### src/rtl/core_pkg.sv
// Shared core types and constants used by the MEM-stage load/store unit.
package core_pkg;

  localparam int DATA_WIDTH = 32;

  localparam logic [2:0] F3_B  = 3'b000;
  localparam logic [2:0] F3_H  = 3'b001;
  localparam logic [2:0] F3_W  = 3'b010;
  localparam logic [2:0] F3_BU = 3'b100;
  localparam logic [2:0] F3_HU = 3'b101;

  typedef enum logic [1:0] {
    MS_IDLE,
    MS_REQ,
    MS_WAIT_RSP,
    MS_DONE
  } mem_state_e;

  typedef struct packed {
    logic [DATA_WIDTH-1:0] alu_result;
    logic [DATA_WIDTH-1:0] rd_data2;
    logic [2:0]            funct3;
    logic                  mem_read;
    logic                  mem_write;
  } ex_mem_data_t;

endpackage

### src/rtl/EX2MEM_if.sv
// EX/MEM pipeline register bus; the MEM stage is the consumer.
interface EX2MEM_if;
  import core_pkg::*;

  ex_mem_data_t data;

  modport MASTER (output data);
  modport SLAVE  (input  data);
endinterface

### src/rtl/lsu_align.sv
// Byte-lane steering for stores, extraction/extension for loads, and legality check.
module lsu_align
  import core_pkg::*;
(
  input  logic [2:0]            i_funct3,
  input  logic [1:0]            i_addr_lo,
  input  logic                  i_is_store,
  input  logic [DATA_WIDTH-1:0] i_st_data,
  input  logic [DATA_WIDTH-1:0] i_rdata,
  output logic [3:0]            o_be,
  output logic [DATA_WIDTH-1:0] o_wdata,
  output logic [DATA_WIDTH-1:0] o_ld_data,
  output logic                  o_illegal
);

  logic [DATA_WIDTH-1:0] w_shifted;
  assign w_shifted = i_rdata >> {i_addr_lo, 3'b000};

  always_comb begin
    o_be      = 4'b1111;
    o_wdata   = i_st_data;
    o_ld_data = w_shifted;
    o_illegal = 1'b0;
    case (i_funct3)
      F3_B: begin
        if (i_is_store) o_be = 4'b0001 << i_addr_lo;
        o_wdata   = {4{i_st_data[7:0]}};
        o_ld_data = {{(DATA_WIDTH-8){w_shifted[7]}}, w_shifted[7:0]};
      end
      F3_H: begin
        if (i_is_store) o_be = 4'b0011 << {i_addr_lo[1], 1'b0};
        o_wdata   = {2{i_st_data[15:0]}};
        o_ld_data = {{(DATA_WIDTH-16){w_shifted[15]}}, w_shifted[15:0]};
        o_illegal = i_addr_lo[0];
      end
      F3_W: o_illegal = |i_addr_lo;
      // Unsigned variants only exist for loads
      F3_BU: begin
        o_ld_data = {{(DATA_WIDTH-8){1'b0}}, w_shifted[7:0]};
        o_illegal = i_is_store;
      end
      F3_HU: begin
        o_ld_data = {{(DATA_WIDTH-16){1'b0}}, w_shifted[15:0]};
        o_illegal = i_is_store | i_addr_lo[0];
      end
      default: o_illegal = 1'b1;
    endcase
  end

endmodule

### src/rtl/mem_access_unit.sv
// MEM-stage load/store engine: req/gnt/rvalid handshake to data memory with
// pipeline stall, response timeout and registered load result.
module mem_access_unit
  import core_pkg::*;
#(
  parameter int RSP_TIMEOUT = 64
) (
  input  logic                  clk,
  input  logic                  rst,
  EX2MEM_if.SLAVE               bus_in,
  output logic                  dmem_req_o,
  output logic                  dmem_we_o,
  output logic [DATA_WIDTH-1:0] dmem_addr_o,
  output logic [3:0]            dmem_be_o,
  output logic [DATA_WIDTH-1:0] dmem_wdata_o,
  input  logic                  dmem_gnt_i,
  input  logic                  dmem_rvalid_i,
  input  logic [DATA_WIDTH-1:0] dmem_rdata_i,
  output logic                  stall_o,
  output logic [DATA_WIDTH-1:0] mem_data_o,
  output logic                  load_valid_o,
  output logic                  err_misalign_o,
  output logic                  err_timeout_o
);

  localparam int CW = $clog2(RSP_TIMEOUT + 1);

  mem_state_e            r_state, w_next;
  logic [CW-1:0]         r_cnt;
  logic [DATA_WIDTH-1:0] r_mem_data;
  logic                  r_timed_out;

  ex_mem_data_t          w_in;
  logic                  w_access, w_is_store, w_illegal, w_busy, w_timeout;
  logic                  w_req, w_stall, w_err_mis, w_err_to;
  logic [3:0]            w_be;
  logic [DATA_WIDTH-1:0] w_wdata, w_ld_data;

  assign w_in       = bus_in.data;
  assign w_access   = w_in.mem_read | w_in.mem_write;
  assign w_is_store = w_in.mem_write;
  assign w_busy     = (r_state == MS_REQ) || (r_state == MS_WAIT_RSP);
  assign w_timeout  = w_busy && (r_cnt == CW'(RSP_TIMEOUT));

  lsu_align u_align (
    .i_funct3   (w_in.funct3),
    .i_addr_lo  (w_in.alu_result[1:0]),
    .i_is_store (w_is_store),
    .i_st_data  (w_in.rd_data2),
    .i_rdata    (dmem_rdata_i),
    .o_be       (w_be),
    .o_wdata    (w_wdata),
    .o_ld_data  (w_ld_data),
    .o_illegal  (w_illegal)
  );

  always_comb begin
    w_next    = r_state;
    w_req     = 1'b0;
    w_stall   = 1'b0;
    w_err_mis = 1'b0;
    w_err_to  = 1'b0;
    case (r_state)
      MS_IDLE: begin
        if (w_access) begin
          if (w_illegal) begin
            w_err_mis = 1'b1;
          end else begin
            w_req   = 1'b1;
            w_stall = 1'b1;
            if (dmem_gnt_i) w_next = w_is_store ? MS_DONE : MS_WAIT_RSP;
            else            w_next = MS_REQ;
          end
        end
      end
      MS_REQ: begin
        w_stall = 1'b1;
        if (w_timeout) begin
          w_err_to = 1'b1;
          w_next   = MS_DONE;
        end else begin
          w_req = 1'b1;
          if (dmem_gnt_i) w_next = w_is_store ? MS_DONE : MS_WAIT_RSP;
        end
      end
      MS_WAIT_RSP: begin
        w_stall = 1'b1;
        if (w_timeout) begin
          w_err_to = 1'b1;
          w_next   = MS_DONE;
        end else if (dmem_rvalid_i) begin
          w_next = MS_DONE;
        end
      end
      default: w_next = MS_IDLE;
    endcase
    // Hold every output quiet while reset is applied, whatever the bus carries
    if (rst) begin
      w_req     = 1'b0;
      w_stall   = 1'b0;
      w_err_mis = 1'b0;
      w_err_to  = 1'b0;
    end
  end

  always_ff @(posedge clk) begin
    if (rst) begin
      r_state     <= MS_IDLE;
      r_cnt       <= '0;
      r_mem_data  <= '0;
      r_timed_out <= 1'b0;
    end else begin
      r_state     <= w_next;
      r_cnt       <= w_busy ? r_cnt + CW'(1) : '0;
      r_timed_out <= w_timeout;
      if (w_timeout)
        r_mem_data <= '0;
      else if (r_state == MS_WAIT_RSP && dmem_rvalid_i)
        r_mem_data <= w_ld_data;
    end
  end

  assign dmem_req_o     = w_req;
  assign dmem_we_o      = w_req & w_is_store;
  assign dmem_addr_o    = w_req ? {w_in.alu_result[DATA_WIDTH-1:2], 2'b00} : '0;
  assign dmem_be_o      = w_req ? w_be : 4'b0000;
  assign dmem_wdata_o   = (w_req & w_is_store) ? w_wdata : '0;
  assign stall_o        = w_stall;
  assign mem_data_o     = r_mem_data;
  // A timed-out load ends in DONE with zero data but is not reported as valid
  assign load_valid_o   = !rst && (r_state == MS_DONE) && w_in.mem_read &&
                          !w_in.mem_write && !r_timed_out;
  assign err_misalign_o = w_err_mis;
  assign err_timeout_o  = w_err_to;

endmodule

### src/flat_wrapper.sv
// flat-port wrapper written by rule: the top's interface ports become plain ports
module mem_access_unit_flat import core_pkg::*;
#(
  parameter int RSP_TIMEOUT = 64
)
  (clk, rst, dmem_req_o, dmem_we_o, dmem_addr_o, dmem_be_o, dmem_wdata_o, dmem_gnt_i, dmem_rvalid_i, dmem_rdata_i, stall_o, mem_data_o, load_valid_o, err_misalign_o, err_timeout_o, bus_in_data);
  EX2MEM_if bus_in_i ();
  input  logic clk;
  input  logic rst;
  output logic dmem_req_o;
  output logic dmem_we_o;
  output logic [DATA_WIDTH-1:0] dmem_addr_o;
  output logic [3:0] dmem_be_o;
  output logic [DATA_WIDTH-1:0] dmem_wdata_o;
  input  logic dmem_gnt_i;
  input  logic dmem_rvalid_i;
  input  logic [DATA_WIDTH-1:0] dmem_rdata_i;
  output logic stall_o;
  output logic [DATA_WIDTH-1:0] mem_data_o;
  output logic load_valid_o;
  output logic err_misalign_o;
  output logic err_timeout_o;
  input wire logic [$bits(bus_in_i.data)-1:0] bus_in_data;
  assign bus_in_i.data = bus_in_data;
  mem_access_unit #(.RSP_TIMEOUT(RSP_TIMEOUT)) u_core (.clk(clk), .rst(rst), .bus_in(bus_in_i), .dmem_req_o(dmem_req_o), .dmem_we_o(dmem_we_o), .dmem_addr_o(dmem_addr_o), .dmem_be_o(dmem_be_o), .dmem_wdata_o(dmem_wdata_o), .dmem_gnt_i(dmem_gnt_i), .dmem_rvalid_i(dmem_rvalid_i), .dmem_rdata_i(dmem_rdata_i), .stall_o(stall_o), .mem_data_o(mem_data_o), .load_valid_o(load_valid_o), .err_misalign_o(err_misalign_o), .err_timeout_o(err_timeout_o));
endmodule
### config.mk
export PLATFORM = sky130hd
export DESIGN_NAME = mem_access_unit_flat
export DESIGN_NICKNAME = d
export VERILOG_FILES = /design/src/rtl/core_pkg.sv /design/src/rtl/EX2MEM_if.sv /design/src/rtl/lsu_align.sv /design/src/rtl/mem_access_unit.sv /design/src/flat_wrapper.sv
export SDC_FILE = /design/constraint.sdc
export NUM_CORES = 1
export LEC_CHECK = 0
export CORE_UTILIZATION = 33
export CTS_CLUSTER_DIAMETER = 40
export DETAILED_ROUTE_END_ITERATION = 12
export GPL_ROUTABILITY_DRIVEN = 0
export GPL_TIMING_DRIVEN = 0
export MAX_ROUTING_LAYER = met4
export PLACE_DENSITY = 0.79
export SLEW_MARGIN = 5
export SYNTH_ARGS = -nofsm -noshare
export SYNTH_HDL_FRONTEND = slang
export SYNTH_SLANG_ARGS = --single-unit
### constraint.sdc
create_clock -name clk -period 1.95 [get_ports clk]
set_input_delay 0.195 -clock clk [delete_from_list [all_inputs] [get_ports clk]]
set_output_delay 0.195 -clock clk [all_outputs]
set_load 0.02 [all_outputs]
# Word level (Yosys, flattened, before mapping)
# Index checks and enable logic that the tools add are counted.
[classes]
add_sub_neg = 1
n_eq_ne = 12
shift = 3
mux = 32
n_bitwise = 4
n_reduce_logical = 17
[op_table]
columns = ["op", "count"]
rows = [
  ["32-bit one-hot mux with 4 select lines", 1],
  ["32-bit 2-to-1 mux", 2],
  ["32-bit one-hot mux with 2 select lines", 1],
  ["32-bit by 5-bit right shift with 32-bit output", 1],
  ["2-bit 2-to-1 mux", 7],
  ["1-bit 2-to-1 mux", 13],
  ["4-bit 2-to-1 mux", 3],
  ["4-bit one-hot mux with 2 select lines", 1],
  ["2-bit OR reduction", 4],
  ["7-bit by 1-bit adder with 7-bit output, second input constant", 1],
  ["7-bit equality test, second input constant", 1],
  ["3-bit equality test, second input constant", 2],
  ["1-bit logical AND", 6],
  ["3-bit by 2-bit != test with 1-bit output, second input constant", 2],
  ["2-bit one-hot mux with 3 select lines", 1],
  ["1-bit one-hot mux with 5 select lines", 1],
  ["2-bit equality test, second input constant", 2],
  ["1-bit one-hot mux with 2 select lines", 2],
  ["4-bit AND reduction", 1],
  ["1-bit by 2-bit left shift with 4-bit output, first input constant", 1],
  ["2-bit by 2-bit left shift with 4-bit output, first input constant", 1],
  ["3-bit by 1-bit equality test with 1-bit output, second input constant", 1],
  ["3-bit by 2-bit equality test with 1-bit output, second input constant", 1],
  ["1-bit zero test", 3],
  ["other kinds (9)", 10],
]
[totals]
regBits = 42
in_bits = 105
output_inout_bits = 106
elab_cells = 73

# Depth between registers and ports, before layout
[logic_depth]
ltp_word = 8
ltp_mapped = 9
depth_no_buf = 7

# Modules after synthesis
# A second synthesis with hierarchy kept.
[hier_totals]
hier_cells = 478
area_unflattened_um2 = 3617.2
[modules_own_cells]
columns = ["module", "n_inst", "cells_per_inst", "area_per_inst_um2", "seq_area_each_um2"]
rows = [
  ["mem_access_unit", 1, 292, 2209.6, 840.8],
  ["lsu_align", 1, 186, 1407.6, 0.0],
]

# Worst setup path after synthesis
# Ideal clock, no wire load.
[synth_path]
path_kind = "register to output"
startpoint = "reg u_core.r_state[0]"
endpoint = "out dmem_wdata_o[24]"
arrival_time_ps = 2099
required_ps = 1755
setup_slack_ps = -344
path_stages_with_launch = 7
path_buffers = 0
path_cell_list = "dfxtp_1 -> inv_1 -> ha_1 -> and3b_1 -> a21o_1 -> a211o_2 -> a211oi_1"
[synth_via]
elab_chain_cells = 8
word_cells_on_any_way = 10
cone_classes = "eq/ne: 2; mux: 4; bitwise: 1; reduce/logical: 3"
[synth_rtl]
columns = ["element", "line_no", "rtl"]
rows = [
  ["start, declared", "mem_access_unit.sv:28", "mem_state_e r_state, w_next;"],
  ["start signal, assigned", "mem_access_unit.sv:113", "r_state <= w_next;"],
  ["2-bit by 1-bit equality test with 1-bit output or 2-bit equality test (tied branches)", "mem_access_unit.sv:42, mem_access_unit.sv:63", ""],
  ["1-bit logical OR", "mem_access_unit.sv:42", "assign w_busy = (r_state == MS_REQ) || (r_state == MS_WAIT_RSP);"],
  ["1-bit logical AND", "mem_access_unit.sv:43", "assign w_timeout = w_busy && (r_cnt == CW'(RSP_TIMEOUT));"],
  ["1-bit 2-to-1 mux", "mem_access_unit.sv:78", "if (w_timeout) begin"],
  ["1-bit one-hot mux with 2 select lines *", "mem_access_unit.sv:63", "case (r_state)"],
  ["1-bit 2-to-1 mux *", "mem_access_unit.sv:98", "if (rst) begin"],
  ["1-bit AND *", "mem_access_unit.sv:127", "assign dmem_wdata_o = (w_req & w_is_store) ? w_wdata : '0;"],
  ["32-bit 2-to-1 mux *", "mem_access_unit.sv:127", ""],
  ["end, declared", "flat_wrapper.sv:14", "output logic [DATA_WIDTH-1:0] dmem_wdata_o;"],
]
# Mark *: on every way between the ends. The rest lies on a longest branch, timed or not.

# Worst setup path after layout
[layout_path]
startpoint = "reg u_core.r_state[1]"
endpoint = "out dmem_wdata_o[23]"
# Same word-level chain as after synthesis.

==> impl_metrics.yaml <==
synth:
  ys.flop_type: "dfxtp_1"
  synth_cell_types: 47
  synth_edf_count: 0
  syn_area_um2: 3113
  async_flop_share: 0
  ys_warn_count: 0
  ys_seq_area_frac: 0.2701
  synth_cells: 407
  ys_ff_latch: 42
  syn_avg_cell_area_um2: 7.649
cts:
  clk_path_buf_depth: 2
  cts.sinks: 42
  cts_root_buf: "clkbuf_8"
  clk_latency_ns: 0.32
  path_clk_slew_ns: 0.09
  htree_levels: 2
  hold_buffers: 0
  cts_buffers: 5
  cts_tree: "yes"
critical_path:
  cp_max_fo: 6
  critPathCaptureType: "output port"
  reg2reg_depth: 10
  cp.depth: 9
  start_kind: "register"
  path_class: "register to output port"
  timing.rr.end: "u_core.mem_data_o[24]"
  cp.required_ns: 1.75
  r2r_start: "u_core.r_state[1]"
  critPathBufInv: 4
  path_cells: "inv_2 > ha_4 > and3b_2 > a21o_1 > a211o_4 > buf_6 > buf_12 > a21oi_4 > buf_6"
  slowest_stage: "a211o_4"
  crit_top_cell: "buf_6"
  cp-startpoint: "u_core.r_state[1]"
  crit_arrival_ns: 2.27
  crit_family: "compound AO/OA/AOI/OAI gates"
  max_stage_delay_ns: 0.39
  reg2reg_slack_ns: -0.11
  crit_path_end: "dmem_wdata_o[23]"
pwr:
  power.density_nw_per_um2: 697.2
  leakage_uw: 0.002547
  vdd_ir_drop_max_mv: 0.6454
timing:
  rsz0062_at_grt: "true"
  whs_ns: 0.4069
  slew_headroom: 0.5949
  setup_viol: 87
  setup_tns_ns: -28.67
  period_minus_slack_ns: 2.469
  tightestPinTransition_ns: 0.6076
  slew_viol_final: 0
  hold_viol: 0
  period_share: 1.266
  clock.fmax_ghz: 0.4050
  finalWorstSetupSlack_ns: -0.5192
  fin_skew_ns: 0.007885
routing:
  wirelength_mm: 13.69
  vias: 4000
  post_drt_wl_per_cell_um: 18.11
  drtIter0Drc: 138
  ant_nets: 0
  first_pass_iters: 4
  drc: 0
  vias_per_cell: 5.291
global_routing:
  use_met1: 0.2954
  antenna_found_initial: 0
  grt.total_usage: 0.2692
  grt_pass1_wl_mm: 20.33
  grt_pass1_vias: 3946
  use_met3: 0.03443
  grt_busiest_layer: "met2"
  grt.overflow.total: 0
  met2_usage: 0.4949
  grt_start_max_net_pins: 16
floorplanning:
  dieHeight_um: 99.13
  dieArea_um2: 9826
  core_um2: 9196
  ios: 211
  core.rowCount: 35
  initial_utilization: 0.3385
  die_w_um: 99.13
outcome:
  status: "complete, but fails checks"
  violations: "negative setup slack"
hold_path:
  hp-class: "primary input to register"
final_layout:
  layout-drive-gt1-share: 0.3442
  fin_area_um2: 6178
  diodes: 0
  syn2layout_area_growth_pct: 98.47
  fin_nets: 756
  mostFrequentLayoutCells: "131 x clkdlybuf4s50_1, 70 x buf_6, 48 x a21oi_1, 38 x dfxtp_1, 36 x o21ai_0"
  final_common_cell: "clkdlybuf4s50_1"
placed_design:
  hpwl_mm: 10.22
  port_buffers: 206
  placed_area_um2: 5497
run:
  cap_violations: 0
kinds of logic (layout without fill, tap and decap cells):
| family | after synthesis | after routing | synth area share |
|---|---|---|---|
| DFF | 42 | 42 | 0.2701 |
| xor gates and xnor gates | 5 | 5 | 0.01407 |
| other | 1 | 2 | 0.001205 |
| buffers and inverters | 50 | 287 | 0.07636 |
| AOI/OAI and AO/OA | 132 | 132 | 0.2548 |
| and+or+nand+nor | 126 | 126 | 0.2014 |
| muxes | 44 | 44 | 0.1539 |
| adders and majority gates | 7 | 7 | 0.02813 |
sequential cells by signal, summed over array words and instances (netlist names):
name,flops
u_core.r_timed_out,1
u_core.mem_data_o,32
u_core.r_cnt,7
u_core.r_state,2
through the flow:
stage	instances	util	setup slack (ns)	total power, uW
3_3_place_gp	725	0.5977	-1.170	3077
2_1_floorplan	408	-	-0.1031	2165
3_5_place_dp	725	0.5977	-1.210	3108
6_report	756	0.6718	-0.5192	4308
4_1_cts	747	0.6423	-0.5045	4079
5_1_grt	756	0.6718	-0.5639	4511
synthesized netlist by cell type (2+ instances only):
| master | number | share of area |
|---|---|---|
| a211oi_1 | 6 | 0.014 |
| a211oi_2 | 3 | 0.012 |
| a21o_1 | 4 | 0.0096 |
| a21oi_1 | 56 | 0.090 |
| a31oi_1 | 4 | 0.0080 |
| and2_1 | 31 | 0.062 |
| and3_1 | 11 | 0.022 |
| buf_1 | 4 | 0.0048 |
| buf_2 | 6 | 0.0096 |
| buf_4 | 3 | 0.0072 |
| buf_6 | 4 | 0.014 |
| clkbuf_1 | 18 | 0.022 |
| dfxtp_1 | 42 | 0.27 |
| ha_1 | 7 | 0.028 |
| inv_1 | 12 | 0.014 |
| mux2_2 | 11 | 0.040 |
| mux2i_1 | 31 | 0.10 |
| mux4_2 | 2 | 0.014 |
| nand2_1 | 31 | 0.037 |
| nand3_1 | 3 | 0.0048 |
| nor2_1 | 36 | 0.043 |
| nor2b_1 | 4 | 0.0080 |
| nor3_1 | 3 | 0.0048 |
| o211ai_1 | 7 | 0.017 |
| o21ai_0 | 36 | 0.058 |
| o22ai_1 | 2 | 0.0040 |
| o2bb2ai_1 | 7 | 0.020 |
| xnor2_1 | 3 | 0.0084 |
| xor2_1 | 2 | 0.0056 |
worst min-delay path by stage:
stage / cells after the start / startpoint / to / slack [ns]
final: 5 / bus_in_data[38] / u_core.mem_data_o[1] / 0.41
after global routing: 5 / bus_in_data[38] / u_core.mem_data_o[4] / 0.44
after CTS: 5 / bus_in_data[38] / u_core.mem_data_o[2] / 0.41
after detailed placement: 2 / u_core.mem_data_o[1] / u_core.mem_data_o[1] / 0.45
after global placement: 1 / u_core.r_cnt[0] / u_core.r_cnt[0] / 0.44
after floorplan: 2 / dmem_rdata_i[24] / u_core.mem_data_o[24] / 0.39
report_power, final:
part	total (uW)	switching, uW	internal [uW]
sequential	1100	92.7	1010
clock	747	357	390
combinational	2460	1190	1270
total	4310	1640	2670
metal layers:
| layer | vias to the layer above | wire length [um] | share of wire |
|---|---|---|---|
| met2 | 184 | 7095 | 0.52 |
| met5 | - | 0 | 0 |
| li1 | 1898 | - | - |
| met1 | 1885 | 5283 | 0.39 |
| met4 | 0 | 429 | 0.031 |
| met3 | 33 | 883 | 0.064 |
worst reg2reg max path, stage by stage (launching register included):
cell and delay [ns]:
dfxtp_2 0.35, inv_2 0.06, ha_4 0.23, and3b_2 0.21, buf_4 0.13, buf_4 0.12
buf_4 0.14, a21oi_2 0.24, clkbuf_4 0.25, o21ai_0 0.11, a21oi_1 0.15
repair_timing:
item | in CTS | in global routing
gates cloned | 4 | 2
setup buffers | 10 | 11
hold endpoints to repair | 0 | 0
pin swaps | 11 | 41
endpoints found under the setup margin | 94 | 94
gates resized for setup | 453 | 65
cell type report:
cell class                      instances  area [um^2]
Inverter                               14        60.06
Multi-Input combinational cell        316         2405
Fill cell                             719         3018
Tap cell                              111        138.9
Sequential cell                        42        848.3
Buffer                                 35        250.2
Clock buffer                            5        68.82
Clock inverter                          3        48.80
Timing Repair Buffer                  230         2359
(Power assumes the default switching activity.)
